### src/rtl/store_buffer_if.sv
// Store buffer package (sizing) and port bundle between dispatch/execute/ROB/memory and the buffer.
// Optional load forwarding ports are present only when SB_FWD_EN is defined.
package store_buffer_pkg;
  localparam int unsigned SB_ENTRY = 8;
  localparam int unsigned ADDR_W   = 16;
  localparam int unsigned DATA_W   = 16;
  localparam int unsigned SB_IDX_W = $clog2(SB_ENTRY);
  localparam int unsigned SB_PTR_W = SB_IDX_W + 1;
endpackage

interface store_buffer_if;
  import store_buffer_pkg::*;

  logic                alloc_v_i;
  logic                alloc_ready_o;
  logic [SB_IDX_W-1:0] alloc_sb_num_o;
  logic                exe_v_i;
  logic [SB_IDX_W-1:0] exe_sb_num_i;
  logic [ADDR_W-1:0]   exe_addr_i;
  logic [DATA_W-1:0]   exe_data_i;
  logic                commit_v_i;
  logic                flush_i;
  logic                mem_v_o;
  logic [ADDR_W-1:0]   mem_addr_o;
  logic [DATA_W-1:0]   mem_data_o;
  logic                mem_ready_i;
  logic [SB_ENTRY-1:0] sb_wb_vector_o;
  logic [SB_IDX_W-1:0] sb_commit_pt_o;
`ifdef SB_FWD_EN
  logic                ld_v_i;
  logic [ADDR_W-1:0]   ld_addr_i;
  logic [SB_IDX_W-1:0] ld_sb_num_i;
  logic                fwd_hit_o;
  logic [DATA_W-1:0]   fwd_data_o;
`endif

  modport master (
    output alloc_v_i, exe_v_i, exe_sb_num_i, exe_addr_i, exe_data_i,
           commit_v_i, flush_i, mem_ready_i,
    input  alloc_ready_o, alloc_sb_num_o, mem_v_o, mem_addr_o, mem_data_o,
           sb_wb_vector_o, sb_commit_pt_o
`ifdef SB_FWD_EN
    , output ld_v_i, ld_addr_i, ld_sb_num_i
    , input  fwd_hit_o, fwd_data_o
`endif
  );

  modport slave (
    input  alloc_v_i, exe_v_i, exe_sb_num_i, exe_addr_i, exe_data_i,
           commit_v_i, flush_i, mem_ready_i,
    output alloc_ready_o, alloc_sb_num_o, mem_v_o, mem_addr_o, mem_data_o,
           sb_wb_vector_o, sb_commit_pt_o
`ifdef SB_FWD_EN
    , input  ld_v_i, ld_addr_i, ld_sb_num_i
    , output fwd_hit_o, fwd_data_o
`endif
  );
endinterface

### src/rtl/store_buffer.sv
// In-order circular store queue: allocate at dispatch, fill at execute, commit from ROB, drain oldest-first.
// Define SB_FWD_EN to add store-to-load forwarding search.
module store_buffer
  import store_buffer_pkg::*;
(
  input logic           clk_i,
  input logic           rst_n_i,
  store_buffer_if.slave sb
);

  logic [SB_PTR_W-1:0] r_head, r_cmt, r_tail;
  logic [SB_ENTRY-1:0] r_valid, r_wb;
  logic [ADDR_W-1:0]   r_addr [SB_ENTRY];
  logic [DATA_W-1:0]   r_data [SB_ENTRY];

  logic                w_full, w_mem_v, w_alloc, w_drain, w_commit, w_exe_ok;
  logic [SB_PTR_W-1:0] w_cmt_n, w_head_n, w_tail_n, w_sq_cnt;
  logic [SB_IDX_W-1:0] w_head_idx, w_tail_idx, w_exe_idx;
  logic [SB_ENTRY-1:0] w_squash, w_alloc_mask, w_drain_mask, w_exe_mask;

  assign w_head_idx = r_head[SB_IDX_W-1:0];
  assign w_tail_idx = r_tail[SB_IDX_W-1:0];
  assign w_exe_idx  = sb.exe_sb_num_i;

  assign w_full   = (r_head[SB_IDX_W] != r_tail[SB_IDX_W]) && (w_head_idx == w_tail_idx);
  assign w_mem_v  = (r_head != r_cmt) && r_wb[w_head_idx];
  assign w_alloc  = sb.alloc_v_i && !w_full && !sb.flush_i;
  assign w_drain  = w_mem_v && sb.mem_ready_i;
  assign w_commit = sb.commit_v_i && (r_cmt != r_tail);

  assign w_cmt_n  = r_cmt + SB_PTR_W'(w_commit);
  assign w_head_n = r_head + SB_PTR_W'(w_drain);
  assign w_tail_n = sb.flush_i ? w_cmt_n : (r_tail + SB_PTR_W'(w_alloc));
  assign w_sq_cnt = r_tail - w_cmt_n;

  // Flush squashes every entry in [cmt_next, tail), i.e. whatever stays uncommitted after this cycle
  always_comb begin
    w_squash = '0;
    for (int i = 0; i < SB_ENTRY; i++) begin
      if (sb.flush_i &&
          ({1'b0, SB_IDX_W'(SB_IDX_W'(i) - w_cmt_n[SB_IDX_W-1:0])} < w_sq_cnt))
        w_squash[i] = 1'b1;
    end
  end

  assign w_exe_ok = sb.exe_v_i && r_valid[w_exe_idx] && !w_squash[w_exe_idx] &&
                    !(w_drain && (w_exe_idx == w_head_idx));

  always_comb begin
    w_alloc_mask = '0;
    w_drain_mask = '0;
    w_exe_mask   = '0;
    if (w_alloc)  w_alloc_mask[w_tail_idx] = 1'b1;
    if (w_drain)  w_drain_mask[w_head_idx] = 1'b1;
    if (w_exe_ok) w_exe_mask[w_exe_idx]    = 1'b1;
  end

  always_ff @(posedge clk_i or negedge rst_n_i) begin
    if (!rst_n_i) begin
      r_head  <= '0;
      r_cmt   <= '0;
      r_tail  <= '0;
      r_valid <= '0;
      r_wb    <= '0;
      for (int i = 0; i < SB_ENTRY; i++) begin
        r_addr[i] <= '0;
        r_data[i] <= '0;
      end
    end else begin
      r_head  <= w_head_n;
      r_cmt   <= w_cmt_n;
      r_tail  <= w_tail_n;
      r_valid <= (r_valid & ~w_squash & ~w_drain_mask) | w_alloc_mask;
      r_wb    <= (r_wb & ~w_alloc_mask) | w_exe_mask;
      if (w_exe_ok) begin
        r_addr[w_exe_idx] <= sb.exe_addr_i;
        r_data[w_exe_idx] <= sb.exe_data_i;
      end
    end
  end

  assign sb.alloc_ready_o  = !w_full;
  assign sb.alloc_sb_num_o = w_tail_idx;
  assign sb.mem_v_o        = w_mem_v;
  assign sb.mem_addr_o     = r_addr[w_head_idx];
  assign sb.mem_data_o     = r_data[w_head_idx];
  assign sb.sb_wb_vector_o = r_wb;
  assign sb.sb_commit_pt_o = w_head_idx;

`ifdef SB_FWD_EN
  logic [SB_IDX_W-1:0] w_ld_dist;
  assign w_ld_dist = sb.ld_sb_num_i - w_head_idx;

  // Walk oldest to youngest so the last match (youngest) wins
  always_comb begin
    sb.fwd_hit_o  = 1'b0;
    sb.fwd_data_o = '0;
    for (int k = 0; k < SB_ENTRY; k++) begin
      if (sb.ld_v_i && (SB_IDX_W'(k) <= w_ld_dist) &&
          r_valid[SB_IDX_W'(w_head_idx + SB_IDX_W'(k))] &&
          r_wb[SB_IDX_W'(w_head_idx + SB_IDX_W'(k))] &&
          (r_addr[SB_IDX_W'(w_head_idx + SB_IDX_W'(k))] == sb.ld_addr_i)) begin
        sb.fwd_hit_o  = 1'b1;
        sb.fwd_data_o = r_data[SB_IDX_W'(w_head_idx + SB_IDX_W'(k))];
      end
    end
  end
`endif

  a_commit_legal: assert property (@(posedge clk_i) disable iff (!rst_n_i)
    !(sb.commit_v_i && (r_cmt == r_tail)));

endmodule

### src/flat_wrapper.sv
// flat-port wrapper written by rule: the top's interface ports become plain ports
module store_buffer_flat import store_buffer_pkg::*;
  (clk_i, rst_n_i, sb_alloc_v_i, sb_exe_v_i, sb_exe_sb_num_i, sb_exe_addr_i, sb_exe_data_i, sb_commit_v_i, sb_flush_i, sb_mem_ready_i, sb_alloc_ready_o, sb_alloc_sb_num_o, sb_mem_v_o, sb_mem_addr_o, sb_mem_data_o, sb_sb_wb_vector_o, sb_sb_commit_pt_o);
  store_buffer_if sb_i ();
  input logic clk_i;
  input logic rst_n_i;
  input wire logic [$bits(sb_i.alloc_v_i)-1:0] sb_alloc_v_i;
  input wire logic [$bits(sb_i.exe_v_i)-1:0] sb_exe_v_i;
  input wire logic [$bits(sb_i.exe_sb_num_i)-1:0] sb_exe_sb_num_i;
  input wire logic [$bits(sb_i.exe_addr_i)-1:0] sb_exe_addr_i;
  input wire logic [$bits(sb_i.exe_data_i)-1:0] sb_exe_data_i;
  input wire logic [$bits(sb_i.commit_v_i)-1:0] sb_commit_v_i;
  input wire logic [$bits(sb_i.flush_i)-1:0] sb_flush_i;
  input wire logic [$bits(sb_i.mem_ready_i)-1:0] sb_mem_ready_i;
  output wire logic [$bits(sb_i.alloc_ready_o)-1:0] sb_alloc_ready_o;
  output wire logic [$bits(sb_i.alloc_sb_num_o)-1:0] sb_alloc_sb_num_o;
  output wire logic [$bits(sb_i.mem_v_o)-1:0] sb_mem_v_o;
  output wire logic [$bits(sb_i.mem_addr_o)-1:0] sb_mem_addr_o;
  output wire logic [$bits(sb_i.mem_data_o)-1:0] sb_mem_data_o;
  output wire logic [$bits(sb_i.sb_wb_vector_o)-1:0] sb_sb_wb_vector_o;
  output wire logic [$bits(sb_i.sb_commit_pt_o)-1:0] sb_sb_commit_pt_o;
  assign sb_i.alloc_v_i = sb_alloc_v_i;
  assign sb_i.exe_v_i = sb_exe_v_i;
  assign sb_i.exe_sb_num_i = sb_exe_sb_num_i;
  assign sb_i.exe_addr_i = sb_exe_addr_i;
  assign sb_i.exe_data_i = sb_exe_data_i;
  assign sb_i.commit_v_i = sb_commit_v_i;
  assign sb_i.flush_i = sb_flush_i;
  assign sb_i.mem_ready_i = sb_mem_ready_i;
  assign sb_alloc_ready_o = sb_i.alloc_ready_o;
  assign sb_alloc_sb_num_o = sb_i.alloc_sb_num_o;
  assign sb_mem_v_o = sb_i.mem_v_o;
  assign sb_mem_addr_o = sb_i.mem_addr_o;
  assign sb_mem_data_o = sb_i.mem_data_o;
  assign sb_sb_wb_vector_o = sb_i.sb_wb_vector_o;
  assign sb_sb_commit_pt_o = sb_i.sb_commit_pt_o;
  store_buffer u_core (.clk_i(clk_i), .rst_n_i(rst_n_i), .sb(sb_i));
endmodule
### config.mk
export PLATFORM = sky130hd
export DESIGN_NAME = store_buffer_flat
export DESIGN_NICKNAME = d
export VERILOG_FILES = /design/src/rtl/store_buffer_if.sv /design/src/rtl/store_buffer.sv /design/src/flat_wrapper.sv
export SDC_FILE = /design/constraint.sdc
export NUM_CORES = 1
export LEC_CHECK = 0
export BUFFER_PORTS_ARGS = -buffer_cell sky130_fd_sc_hd__buf_4
export CAP_MARGIN = 10
export CELL_PAD_IN_SITES_DETAIL_PLACEMENT = 1
export CELL_PAD_IN_SITES_GLOBAL_PLACEMENT = 2
export CORE_ASPECT_RATIO = 1.5
export CORE_MARGIN = 2
export CORE_UTILIZATION = 36
export DETAILED_ROUTE_END_ITERATION = 7
export PLACE_DENSITY_LB_ADDON = 0.2
export SYNTH_ARGS = -nofsm -noshare
export SYNTH_HDL_FRONTEND = slang
export SYNTH_SLANG_ARGS = --single-unit
### constraint.sdc
create_clock -name clk_i -period 6.8 [get_ports clk_i]
set_clock_uncertainty 0.15 [all_clocks]
set_input_delay 0.68 -clock clk_i [delete_from_list [all_inputs] [get_ports clk_i]]
set_output_delay 0.68 -clock clk_i [all_outputs]
set_load 0.05 [all_outputs]
# [Word level (Yosys, flattened, before mapping)]
# Cells that the tools add are included.
[word_totals] regBits=284 input_bits=42 out_inout_bits=48
[classes] addsub=12 magnitude_cmp=17 n_eq_ne=5 n_mux=34 bitwise=10 n_reduce_logical=26
[op_table] operator="bitwise mux 128 bit" count=2
[op_table] operator="binary-select mux 16 bit (select 3 bit)" count=2
[op_table] operator="2-to-1 mux 16 bit" count=5
[op_table] operator="demux 16 bit (select 3 bit)" count=1
[op_table] operator="< comparator 3 x 4 -> 1 bit" count=8
[op_table] operator="AND 8 bit" count=3
[op_table] operator="2-to-1 mux 8 bit" count=3
[op_table] operator="inverter 8 bit" count=3
[op_table] operator="logical AND 1 bit" count=22
[op_table] operator="OR 8 bit" count=2
[op_table] operator="2-to-1 mux 1 bit" count=14
[op_table] operator="adder 4 x 1 -> 4 bit" count=3
[op_table] operator="< comparator 3 x 4 -> 1 bit (second input constant)" count=3
[op_table] operator="subtractor 3 bit (first input constant)" count=4
[op_table] operator="binary-select mux 1 bit (select 3 bit)" count=3
[op_table] operator="demux 1 bit (select 3 bit)" count=3
[op_table] operator="greater-or-equal comparator 3 x 1 -> 1 bit (second input constant)" count=3
[op_table] operator="greater-or-equal comparator 4 bit (second input constant)" count=2
[op_table] operator="!= test 4 bit" count=2
[op_table] operator="inverter 3 -> 4 bit" count=2
[op_table] operator="equality test 3 bit" count=2
[op_table] operator="subtractor 1 x 3 -> 3 bit (first input constant)" count=2
[op_table] operator="subtractor 2 x 3 -> 3 bit (first input constant)" count=2
[op_table] operator="logical NOT 1 bit" count=4
[op_table] operator="4 further kinds" count=4

# [Logic depth before layout (Yosys ltp)]
# Gate-level depths: netlist (run 1).
[logic_depth] ltp_word=14 ltp_mapped=19 ltp_nobuf=16

# [Least setup slack after synthesis (run 1)]
# OpenSTA, ideal clock, no wires.
[synth_timing] path_type="register to register" from="register u_core.r_tail[1]" to="register u_core.r_addr[13] in the netlist's numbering" setup_ps=125 arrival_time_ps=4651 path_slack_ps=1875 stages_incl_launch_ff=18 n_path_buf=2 period_less_slack_ps=4925 path_cell_list="dfrtp_1 > clkbuf_1 > xor2_1 > o41a_1 > ha_1 > ha_1 > xnor2_1 > ha_1 > xor2_1 > ha_1 > a21oi_1 > o21ai_0 > mux2i_1 > o221a_2 > o21ai_1 > nand4b_1 > buf_2 > mux2_2"
[synth_via] elab_chain_len=12
[synth_rtl] element="from (decl)" line="store_buffer.sv:11" rtl="logic [SB_PTR_W-1:0] r_head, r_cmt, r_tail;"
[synth_rtl] element="from (signal assigned)" line="store_buffer.sv:72" rtl="r_tail <= w_tail_n;"
[synth_rtl] element="!= test 4 bit" line="store_buffer.sv:29" rtl="assign w_commit = sb.commit_v_i && (r_cmt != r_tail);"
[synth_rtl] element="logical AND 1 bit" line="store_buffer.sv:29"
[synth_rtl] element="adder 4 x 1 -> 4 bit" line="store_buffer.sv:31" rtl="assign w_cmt_n = r_cmt + SB_PTR_W'(w_commit);"
[synth_rtl] element="subtractor 4 bit (tied with other cells)" line="store_buffer.sv:34" rtl="assign w_sq_cnt = r_tail - w_cmt_n;"
[synth_rtl] element="< comparator 3 x 4 -> 1 bit" line="store_buffer.sv:41" rtl="({1'b0, SB_IDX_W'(SB_IDX_W'(i) - w_cmt_n[SB_IDX_W-1:0])} < w_sq_cnt))"
[synth_rtl] element="logical AND 1 bit" line="store_buffer.sv:40" rtl="if (sb.flush_i &&"
[synth_rtl] element="2-to-1 mux 1 bit" line="store_buffer.sv:40"
[synth_rtl] element="binary-select mux 1 bit (select 3 bit) *" line="store_buffer.sv:46" rtl="assign w_exe_ok = sb.exe_v_i && r_valid[w_exe_idx] && !w_squash[w_exe_idx] &&"
[synth_rtl] element="2-to-1 mux 1 bit (not written as such) *" line="store_buffer.sv:46"
[synth_rtl] element="logical NOT 1 bit *" line="store_buffer.sv:46"
[synth_rtl] element="logical AND 1 bit * (2 in series)" line="store_buffer.sv:46"
[synth_rtl] element="to (signal, indexed assignment)" line="store_buffer.sv:76" rtl="r_addr[w_exe_idx] <= sb.exe_addr_i;"
[synth_rtl] element="to (decl)" line="store_buffer.sv:13" rtl="logic [ADDR_W-1:0] r_addr [SB_ENTRY];"
# Mark *: on every way between the ends. The rest lies on a longest branch, timed or not. The select of a mux whose other input is x is not followed.
# A chain may end at the register's enable or synchronous reset.

# [Worst setup path after layout (run 1)]
[layout_timing] from="register u_core.r_tail[1]" to="register u_core.r_data[115] in the netlist's numbering"
[layout_via] elab_chain_len=12
[layout_rtl] element="!= test 4 bit *" line="store_buffer.sv:29"
[layout_rtl] element="logical AND 1 bit *" line="store_buffer.sv:29"
[layout_rtl] element="adder 4 x 1 -> 4 bit *" line="store_buffer.sv:31"
[layout_rtl] element="via u_core.w_cmt_n[1]" line="store_buffer.sv:17" rtl="logic [SB_PTR_W-1:0] w_cmt_n, w_head_n, w_tail_n, w_sq_cnt;"
[layout_rtl] element="subtractor 4 bit (tied with other cells)" line="store_buffer.sv:34"
[layout_rtl] element="< comparator 3 x 4 -> 1 bit" line="store_buffer.sv:41"
[layout_rtl] element="logical AND 1 bit" line="store_buffer.sv:40"
[layout_rtl] element="2-to-1 mux 1 bit" line="store_buffer.sv:40"
[layout_rtl] element="binary-select mux 1 bit (select 3 bit) *" line="store_buffer.sv:46"
[layout_rtl] element="2-to-1 mux 1 bit (not written as such) *" line="store_buffer.sv:46"
[layout_rtl] element="logical NOT 1 bit *" line="store_buffer.sv:46"
[layout_rtl] element="logical AND 1 bit * (2 in series)" line="store_buffer.sv:46"
[layout_rtl] element="to (signal, indexed assignment)" line="store_buffer.sv:77" rtl="r_data[w_exe_idx] <= sb.exe_data_i;"
[layout_rtl] element="to (decl)" line="store_buffer.sv:14" rtl="logic [DATA_W-1:0] r_data [SB_ENTRY];"
# The timed path passes the listed nets; every way through them passes the cells marked *. The select of a mux whose other input is x is not followed.

==> results of run 1 <==
metrics by stage:
step / worst slack [ns] / std cells
after detailed placement: 0.900 / 1496
final: 0.966 / 1545
after floorplan: 1.87 / 984
after global placement: 1.05 / 1496
after CTS: 0.888 / 1545
after global routing: 0.468 / 1545
report_power, final:
part           switching [mW]  internal [mW]
registers               0.482           2.43
clock network           0.664          0.839
logic                    2.49           1.61
total                    3.63           4.88
worst max-delay path by stage:
stage	startpoint	to	slack [ns]	depth (start not counted)
final	u_core.r_tail[1]	u_core.r_data[115]	0.97	17
after global routing	u_core.r_tail[1]	u_core.r_data[115]	0.47	17
after CTS	u_core.r_tail[1]	u_core.r_data[115]	0.89	17
after detailed placement	u_core.r_tail[1]	u_core.r_data[115]	0.90	17
after global placement	u_core.r_tail[1]	u_core.r_data[113]	1.05	17
after floorplan	u_core.r_tail[1]	u_core.r_addr[13]	1.87	17
area by class of cell:
type                       instances  share of cell area
clock inverter                     8             0.00447
clock buffer                      41              0.0524
tap                              478              0.0396
multi-input combinational        610               0.372
sequential                       284               0.471
inverter                          17             0.00423
timing repair buffer             107              0.0562
flip-flops by register name, summed over array words and instances, names as in the netlist:
name                      count
u_core.r_tail                 4
u_core.r_cmt                  4
u_core.r_addr               128
u_core.sb.sb_wb_vector_o      8
u_core.r_valid                8
u_core.r_head                 4
u_core.r_data               128
critical path, cell delays in order (launching register included):
cell	delay [ns]
dfrtp_1	0.58
xor2_1	0.25
o41a_1	0.43
ha_1	0.20
ha_1	0.40
xnor2_1	0.17
ha_1	0.20
a21oi_1	0.16
xor2_1	0.54
ha_1	0.26
nand2_1	0.06
o21ai_0	0.23
mux2i_1	0.12
o221a_2	0.23
o21ai_1	0.18
nand4_1	0.73
buf_4	0.50
mux2_2	0.30
cell usage in the layout, fill, tap and decap left out, types with 6 or more instances in the layout:
| master | n |
|---|---|
| a22oi_1 | 128 |
| nor2_1 | 6 |
| buf_4 | 103 |
| dfrtp_1 | 284 |
| nand2_1 | 38 |
| a21oi_1 | 12 |
| clkinv_2 | 6 |
| xnor2_1 | 9 |
| nand3_1 | 11 |
| mux2_1 | 17 |
| clkbuf_1 | 10 |
| mux2_2 | 203 |
| inv_1 | 16 |
| o21ai_0 | 14 |
| nand4_1 | 36 |
| nor2b_1 | 6 |
| xor2_1 | 19 |
| mux2_4 | 39 |
| ha_1 | 20 |
| clkbuf_16 | 29 |
| mux2i_1 | 7 |
routing by layer:
layer,wire length (µm),share of wire,vias to the layer above
li1,-,-,3768
met2,19400,0.53,136
met3,1120,0.030,39
met4,704,0.019,2
met5,17,0.00046,-
met1,15700,0.42,4530
kinds of logic (layout without fill, tap and decap cells):
family,count (synthesis),count (layout)
fa+ha+maj,21,21
mux,267,267
xor+xnor,28,28
buf+inv,90,173
simple gates,122,122
compound gates,172,172
flops,284,284
==> metrics, run 1 <==
Clock Latency Late Sink 0.56 ns; max-slew violations 0; Worst EP arrival approximately 6.1 ns; Slew headroom 0.299; Critical Path Source Type flip-flop; FF/Latch Area 0.00711 mm²; total power 8.51 mW; XOR/XNOR Fraction of Synth Area 0.0186; area delta synth->final 14.8%; routed via count 8475; crit path kind reg2reg; Post-synth EDFFs 0; WP data required 7.09 ns; met2 GRT Util 0.365; max frequency 0.171 GHz; Root Driver clkbuf_16; synthesized-area fraction occupied by adder cells 0.0206; worst hold margin 0.0140 ns; drt pass-1 iters 4; die width 160 µm; largest family of logic cells by synthesized area multiplexers; Hold/Removal Path Class in2async; number of routed nets with antenna violations 0; initial antenna violation count 1; Core ar. around 0.036 mm²; PortBufs about 90; GRT busiest layer met2; sum of negative setup slack 0 ns; largest net degree at the start of global routing 181; # H-tree levels 1; Critical R2R Launch u_core.r_tail[1]; via density per instance 5.49; GR Util met1 0.242; PwrDens 564 mW/mm²; Die Ht 238 µm; syn_area_per_cell 13.4 µm²; RePlAce Congestion about 0.76; RSZ-0062 raised after global routing no; vias in the first global route 9485; FF+latch count, synth 284; Die Footprint 0.0381 mm²; post-layout util 0.420; global-route usage over all layers 0.197; Syn Nets 1047; Nets about 1.1k; RR Endpoint u_core.r_data[115]; Cells after Synth ~1000; Clock transition at path regs 0.06 ns; Reg2Reg Depth 17; fin crit period 5.83 ns; CTS sink count 284; Async SR Flop Fraction 1.00; DP Wirelength 21600 µm; Post-Synth Simple-Gate Area 0.0507; Yosys top cell area share 0.540; ANT cells 0; number of post-CTS setup repair buffers 0; area leader, netlist dfrtp_1; Initial Util 0.366; number of max-cap violations 0; Max Root-Sink Buffers 3; cts repair resizes 0; outcome finished clean; CTS tree yes; Seq/Total Area, Yosys 0.540; post-synthesis mux area share 0.240; predominant post-synthesis flop cell dfrtp_1; Leakage 6.97 nW; setup violators final 0; Final Hold Fails 0; Multi-input gate area around 0.0056 mm²; design area ~0.015 mm²; CTS hold repair buffers 0; Overflow after GRT 0; crit path max fanout 15; count of different cell masters after synthesis 47; top cells by area, synth dfrtp_1 54%, mux2_2 17%, a22oi_1 7.3%, mux2_4 4.5%, ha_1 1.9%; met3 Usage GRT 0.0235; total CTS buffers 28; fill count about 3.8k; R2R setup slack 0.97 ns; # rows 85; Final Cycle Share 0.858; Post-Route WL between 30000 and 40000 µm; first-pass GRT wire length 58100 µm; synthesized area 0.0132 mm²; Synth warnings 0; Initial DRC Count 381; Residual DRC 0; worst slew pin tran 1.05 ns; synth cell count leaders 284 x dfrtp_1, 203 x mux2_2, 128 x a22oi_1; Avg WL per Cell 23.9 µm; most common cell in the netlist dfrtp_1; Worst Setup End Kind flip-flop; peak supply drop around 330 µV; post-synthesis compound-gate area fraction 0.0948; Placed Instance Area ~0.014 mm²; layout cells sized above 1 0.379; I/O pins 90
(Power assumes the default switching activity.)
==> run 2: changes to the inputs <==
--- a/config.mk
+++ b/config.mk
@@ -5,14 +5,16 @@
 export SDC_FILE = /design/constraint.sdc
 export NUM_CORES = 1
 export LEC_CHECK = 0
-export BUFFER_PORTS_ARGS = -buffer_cell sky130_fd_sc_hd__buf_4
 export CAP_MARGIN = 10
 export CELL_PAD_IN_SITES_DETAIL_PLACEMENT = 1
 export CELL_PAD_IN_SITES_GLOBAL_PLACEMENT = 2
 export CORE_ASPECT_RATIO = 1.5
 export CORE_MARGIN = 2
 export CORE_UTILIZATION = 36
+export CTS_CLUSTER_SIZE = 10
 export DETAILED_ROUTE_END_ITERATION = 7
+export DONT_BUFFER_PORTS = 1
+export GPL_TIMING_DRIVEN = 1
 export PLACE_DENSITY_LB_ADDON = 0.2
 export SYNTH_ARGS = -nofsm -noshare
 export SYNTH_HDL_FRONTEND = slang
==> metrics, run 2 (same netlist as run 1, synthesis figures left out) <==
Core ar. 0.0359 mm²; global-route usage over all layers 0.195; pre-CTS WS 1.15 ns; crit-path cells xor2_1 > o41a_1 > ha_1 > ha_1 > xnor2_1 > buf_4 > ha_1 > and3b_1 > a311oi_1 > xnor2_1 > o21ai_0 > o211a_1 > nand2b_2 > buf_4 > mux2_2; worst path buffer plus inverter count 2; Initial DRC Count around 360; worst hold margin -0.276 ns; Final Cycle Share 0.838; Die Footprint 0.0381 mm²; WP data required 7.04 ns; Worst Setup End Kind flip-flop; Hold/Removal Path Class in2async; area delta synth->final 10.1%; PortBufs 0; total power 8.19 mW; layout cells sized above 1 0.324; RePlAce Congestion about 0.77; cts repair resizes 0; CP most frequent cell ha_1; RSZ-0062 raised after global routing no; CTS tree yes; I/O pins 90; outcome finished with violations; number of post-CTS setup repair buffers 0; crit path max fanout 16; Slowest-stage cell, CP dfrtp_1; max frequency ~0.18 GHz; Slew headroom 0.265; Critical Path Max Stage Delay 0.79 ns; Clock transition at path regs 0.06 ns; Placed Cells around 1.4k; Root Driver clkbuf_16; vias in the first global route 9135; cell family with most CP delay compound AO/OA/AOI/OAI gates; drt pass-1 iters 4; CTS sink count 284; setup violators final 0; total CTS buffers 34; most frequent cells in the layout 284 x dfrtp_1, 203 x mux2_2, 128 x a22oi_1; Avg WL per Cell 25.2 µm; DP Wirelength ~21000 µm; max-slew violations 0; sequential fraction of design power 0.363; fin crit period 5.70 ns; Critical Path Source Type flip-flop; commonest non-fill, non-tap cell in the layout dfrtp_1; Nets around 1.0k; Leakage between 6 and 7 nW; PwrDens 565 mW/mm²; post-route insts no fill 1449; Final Hold Fails 284; number of routed nets with antenna violations 0; combinational share of power 0.445; clock share of power 0.192; post-layout util 0.403; number of max-cap violations 0; Largest regs u_core.r_addr: 128 flops, u_core.r_data: 128 flops; Max Root-Sink Buffers 3; Sw Ratio 0.430; Post-Route WL 36500 µm; total net switching power approximately 3.5 mW; # rows 85; failing checks negative hold slack; worst slew pin tran 1.10 ns; Pint ~4.7 mW; ANT cells 0; Worst EP arrival 5.93 ns; sum of negative setup slack 0 ns; crit path kind reg2reg; # H-tree levels 2; Die Ht ~240 µm; via density per instance 5.66; initial antenna violation count 0; routed via count between 8k and 9k; Residual DRC 0; first-pass GRT wire length 56900 µm; die width 160 µm; Worst Slack Setup Final 1.10 ns; peak supply drop 369 µV; largest net degree at the start of global routing ~290; Clock Latency Late Sink 0.51 ns; Initial Util 0.366; Overflow after GRT 0
-- run 2: worst paths after layout --
path	startpoint	to	slack, ns	cells after the start
setup / recovery	u_core.r_tail[0]	u_core.r_data[36]	1.10	15
hold / removal	rst_n_i	u_core.r_addr[60]	-0.28	0
setup reg to reg	u_core.r_tail[0]	u_core.r_data[36]	1.10	15
hold reg to reg	u_core.r_data[88]	u_core.r_data[88]	0.34	1
max in group asynchronous	rst_n_i	u_core.r_data[88]	6.09	0
min in group clk_i	sb_flush_i	u_core.r_tail[2]	0.10	1
-- run 2: area by class of cell --
| type | instances | area, µm² |
|---|---|---|
| multi-input combinational | 610 | 5620 |
| fill | 3781 | 21500 |
| clock inverter | 2 | 13.8 |
| sequential | 284 | 7110 |
| tap | 478 | 598 |
| clock buffer | 38 | 887 |
| inverter | 17 | 63.8 |
| timing repair buffer | 20 | 188 |
-- run 2: stage by stage --
step	hold WS (ns)	area, µm²
after global placement	0.241	13600
after floorplan	0.234	13200
after CTS	-0.303	14500
final	-0.276	14500
after detailed placement	0.241	13600
after global routing	-0.296	14500
-- run 2: routing by layer --
layer  up-vias  track usage  wire (µm)
li1       3585            -          -
met1      4406        0.239      15400
met2       145        0.348      18700
met3        59       0.0349       1500
met4         0       0.0614        893
met5         -            0          0
-- run 2: power groups by stage --
stage               clock network (mW)  logic (mW)  registers, mW
finish                            1.57        3.64           2.98
global route                      1.69        3.98           3.07
detailed placement                   0        3.69           3.00
global placement                     0        3.63           2.97
CTS                               1.62        3.70           2.97
floorplan                            0        2.95           2.82
==> run 3: changes to the inputs <==
--- a/config.mk
+++ b/config.mk
@@ -5,12 +5,13 @@
 export SDC_FILE = /design/constraint.sdc
 export NUM_CORES = 1
 export LEC_CHECK = 0
+export ABC_AREA = 1
 export CAP_MARGIN = 10
 export CELL_PAD_IN_SITES_DETAIL_PLACEMENT = 1
 export CELL_PAD_IN_SITES_GLOBAL_PLACEMENT = 2
 export CORE_ASPECT_RATIO = 1.5
 export CORE_MARGIN = 2
-export CORE_UTILIZATION = 36
+export CORE_UTILIZATION = 35
 export CTS_CLUSTER_SIZE = 10
 export DETAILED_ROUTE_END_ITERATION = 7
 export DONT_BUFFER_PORTS = 1
==> constraint.sdc (replaced) <==
create_clock -name clk_i -period 5.05 [get_ports clk_i]
set_clock_uncertainty 0.15 [all_clocks]
set_input_delay 0.505 -clock clk_i [delete_from_list [all_inputs] [get_ports clk_i]]
set_output_delay 0.505 -clock clk_i [all_outputs]
set_load 0.05 [all_outputs]
==> metrics, run 3 <==
CTS hold repair buffers 33; post-synthesis mux area share 0; XOR/XNOR Fraction of Synth Area 0.0131; Yosys top cell area share 0.508; post-synthesis compound-gate area fraction 0.0724; vias in the first global route 12.8k; global-route usage over all layers 0.245; max frequency 0.219 GHz; commonest non-fill, non-tap cell in the layout nand2_1; Worst Setup End Kind flip-flop; most frequent cells in the layout 677 x nand2_1, 284 x dfrtp_1, 282 x nand3_1; fin crit period approximately 4.6 ns; number of max-cap violations 0; # rows 89; synthesized area 0.0140 mm²; worst hold margin -0.457 ns; Post-synth EDFFs 0; layout cells sized above 1 0.0651; count of different cell masters after synthesis 36; Async SR Flop Fraction 1.00; number of post-CTS setup repair buffers 0; RSZ-0062 raised after global routing no; DP Wirelength about 28000 µm; Largest regs u_core.r_addr: 128 flops, u_core.r_data: 128 flops; Critical Path Source Type flip-flop; Post-Route WL 50600 µm; largest family of logic cells by synthesized area simple AND/OR/NAND/NOR gates; Overflow after GRT 0; synthesized-area fraction occupied by adder cells 0.0193; Cells after Synth approximately 1.7k; top cells by area, synth dfrtp_1 51%, nand2_1 18%, nand3_1 10%, a22oi_1 2.2%, clkbuf_1 1.9%; number of routed nets with antenna violations 0; Slowest-stage cell, CP fa_1; Hold/Removal Path Class in2async; sum of negative setup slack 0 ns; max-slew violations 0; area delta synth->final 11.1%; syn_area_per_cell just over 8 µm²; Initial DRC Count just over 900; CTS sink count roughly 280; RePlAce Congestion ~0.79; Residual DRC 7; Post-Synth Simple-Gate Area 0.316; Core ar. 0.0394 mm²; I/O pins 90; CP most frequent cell nand2_1; Leakage 8.06 nW; Root Driver clkbuf_16; setup violators final 0; first-pass GRT wire length slightly below 80000 µm; FF+latch count, synth 284; most common cell in the netlist nand2_1; Clock Latency Late Sink 0.52 ns; peak supply drop between 200 and 250 µV; Die Footprint 0.0416 mm²; worst slew pin tran 1.17 ns; Final Hold Fails approximately 280; Avg WL per Cell roughly 23 µm; Max Root-Sink Buffers 3; largest net degree at the start of global routing 285; CTS tree yes; Nets 1747; Clock transition at path regs 0.05 ns; Initial Util 0.355; routed via count roughly 12k; crit path max fanout 100; Critical Path Max Stage Delay 0.51 ns; initial antenna violation count 1; Final Cycle Share 0.904; Synth warnings 0; Slew headroom 0.217; synth cell count leaders 678 x nand2_1, 284 x dfrtp_1, 282 x nand3_1; PortBufs 0; total CTS buffers 34; outcome finished with violations; failing checks design-rule violations, negative hold slack; drt pass-1 iters 7; Placed Instance Area 0.0143 mm²; Die Ht 249 µm; predominant post-synthesis flop cell dfrtp_1; via density per instance roughly 5.5; Worst EP arrival 4.87 ns; die width about 170 µm; area leader, netlist dfrtp_1; crit path kind reg2reg; fill count 4712; Seq/Total Area, Yosys 0.508; design area 0.0156 mm²; Syn Nets 1783; WP data required 5.35 ns; # H-tree levels 2; PwrDens 684 mW/mm²
## run 3: changes by cell type after synthesis, moves of 22 or more
cell	before	now
nand3_1	12	282
inv_1	16	55
clkbuf_1	37	72
mux2_4	39	0
nand2_1	38	678
buf_4	6	32
a22oi_1	128	41
a221oi_1	2	24
clkbuf_2	0	26
a22o_1	0	22
mux2_2	203	0
## run 3: stage by stage
step                setup WS [ns]  utilization  power [mW]  instances  hold WS, ns
finish                      0.482        0.395        10.6       2190       -0.457
global route               0.0359        0.395        11.5       2190       -0.477
CTS                         0.399        0.394        10.8       2189       -0.485
detailed placement          0.431        0.363        8.45       2115       0.0743
global placement            0.543        0.363        8.30       2115       0.0717
floorplan                   0.805            -        7.34       1720       0.0594
## run 3: layer usage
layer	wire length [µm]	GRT usage	vias up
met1	21700	0.310	6222
li1	-	-	5563
met5	0	0	-
met2	25600	0.433	224
met4	1360	0.0703	0
met3	1990	0.0357	71
## run 3: layout make-up
type,count,area (µm²),share of cell area
clock inverter,1,8.76,0.000563
timing repair buffer,75,688,0.0442
tap,500,626,0.0402
multi-input combinational,1223,5970,0.384
clock buffer,40,905,0.0582
inverter,66,248,0.0159
sequential,284,7110,0.457
antenna,1,2.50,0.000161
## run 3: logic make-up (layout without fill, tap and decap cells)
group,count (synthesis),in the layout
AOI/OAI and AO/OA,141,141
DFF,284,284
adders and majority gates,21,21
other,0,1
buffers and inverters,213,182
and+or+nand+nor,1040,1040
xor gates and xnor gates,21,21
## run 3: critical path, delay by kind of cell (launching register included)
family / cells / cell delay [ns]
flip-flops: 1 / 0.41
AO/OA/AOI/OAI: 1 / 0.17
AND/OR/NAND/NOR: 14 / 1.38
buffers and inverters: 6 / 0.83
adder cells (fa/ha/maj): 4 / 1.46
## run 3: worst paths after layout
path                       slack, ns              start                 to  cells after the start
max reg2reg                     0.48    u_core.r_cmt[3]  u_core.r_data[78]                     25
min                            -0.46            rst_n_i  u_core.r_data[73]                      0
max in group asynchronous       4.75            rst_n_i  u_core.r_data[47]                      0
max                             0.48    u_core.r_cmt[3]  u_core.r_data[78]                     25
min in group clk_i              0.05         sb_flush_i  u_core.r_valid[7]                      3
min reg2reg                     0.33  u_core.r_data[55]  u_core.r_data[55]                      2
## run 3: power breakdown
group          switching (mW)  internal, mW  leakage (nW)
clock network           0.955          1.25         0.448
registers               0.745          3.35          3.85
logic                    2.97          1.37          3.75
## run 3: repair_timing
action,4_1_cts,5_1_grt
gates resized for setup,0,3
hold endpoints to repair,542,284
endpoints found under the setup margin,0,44
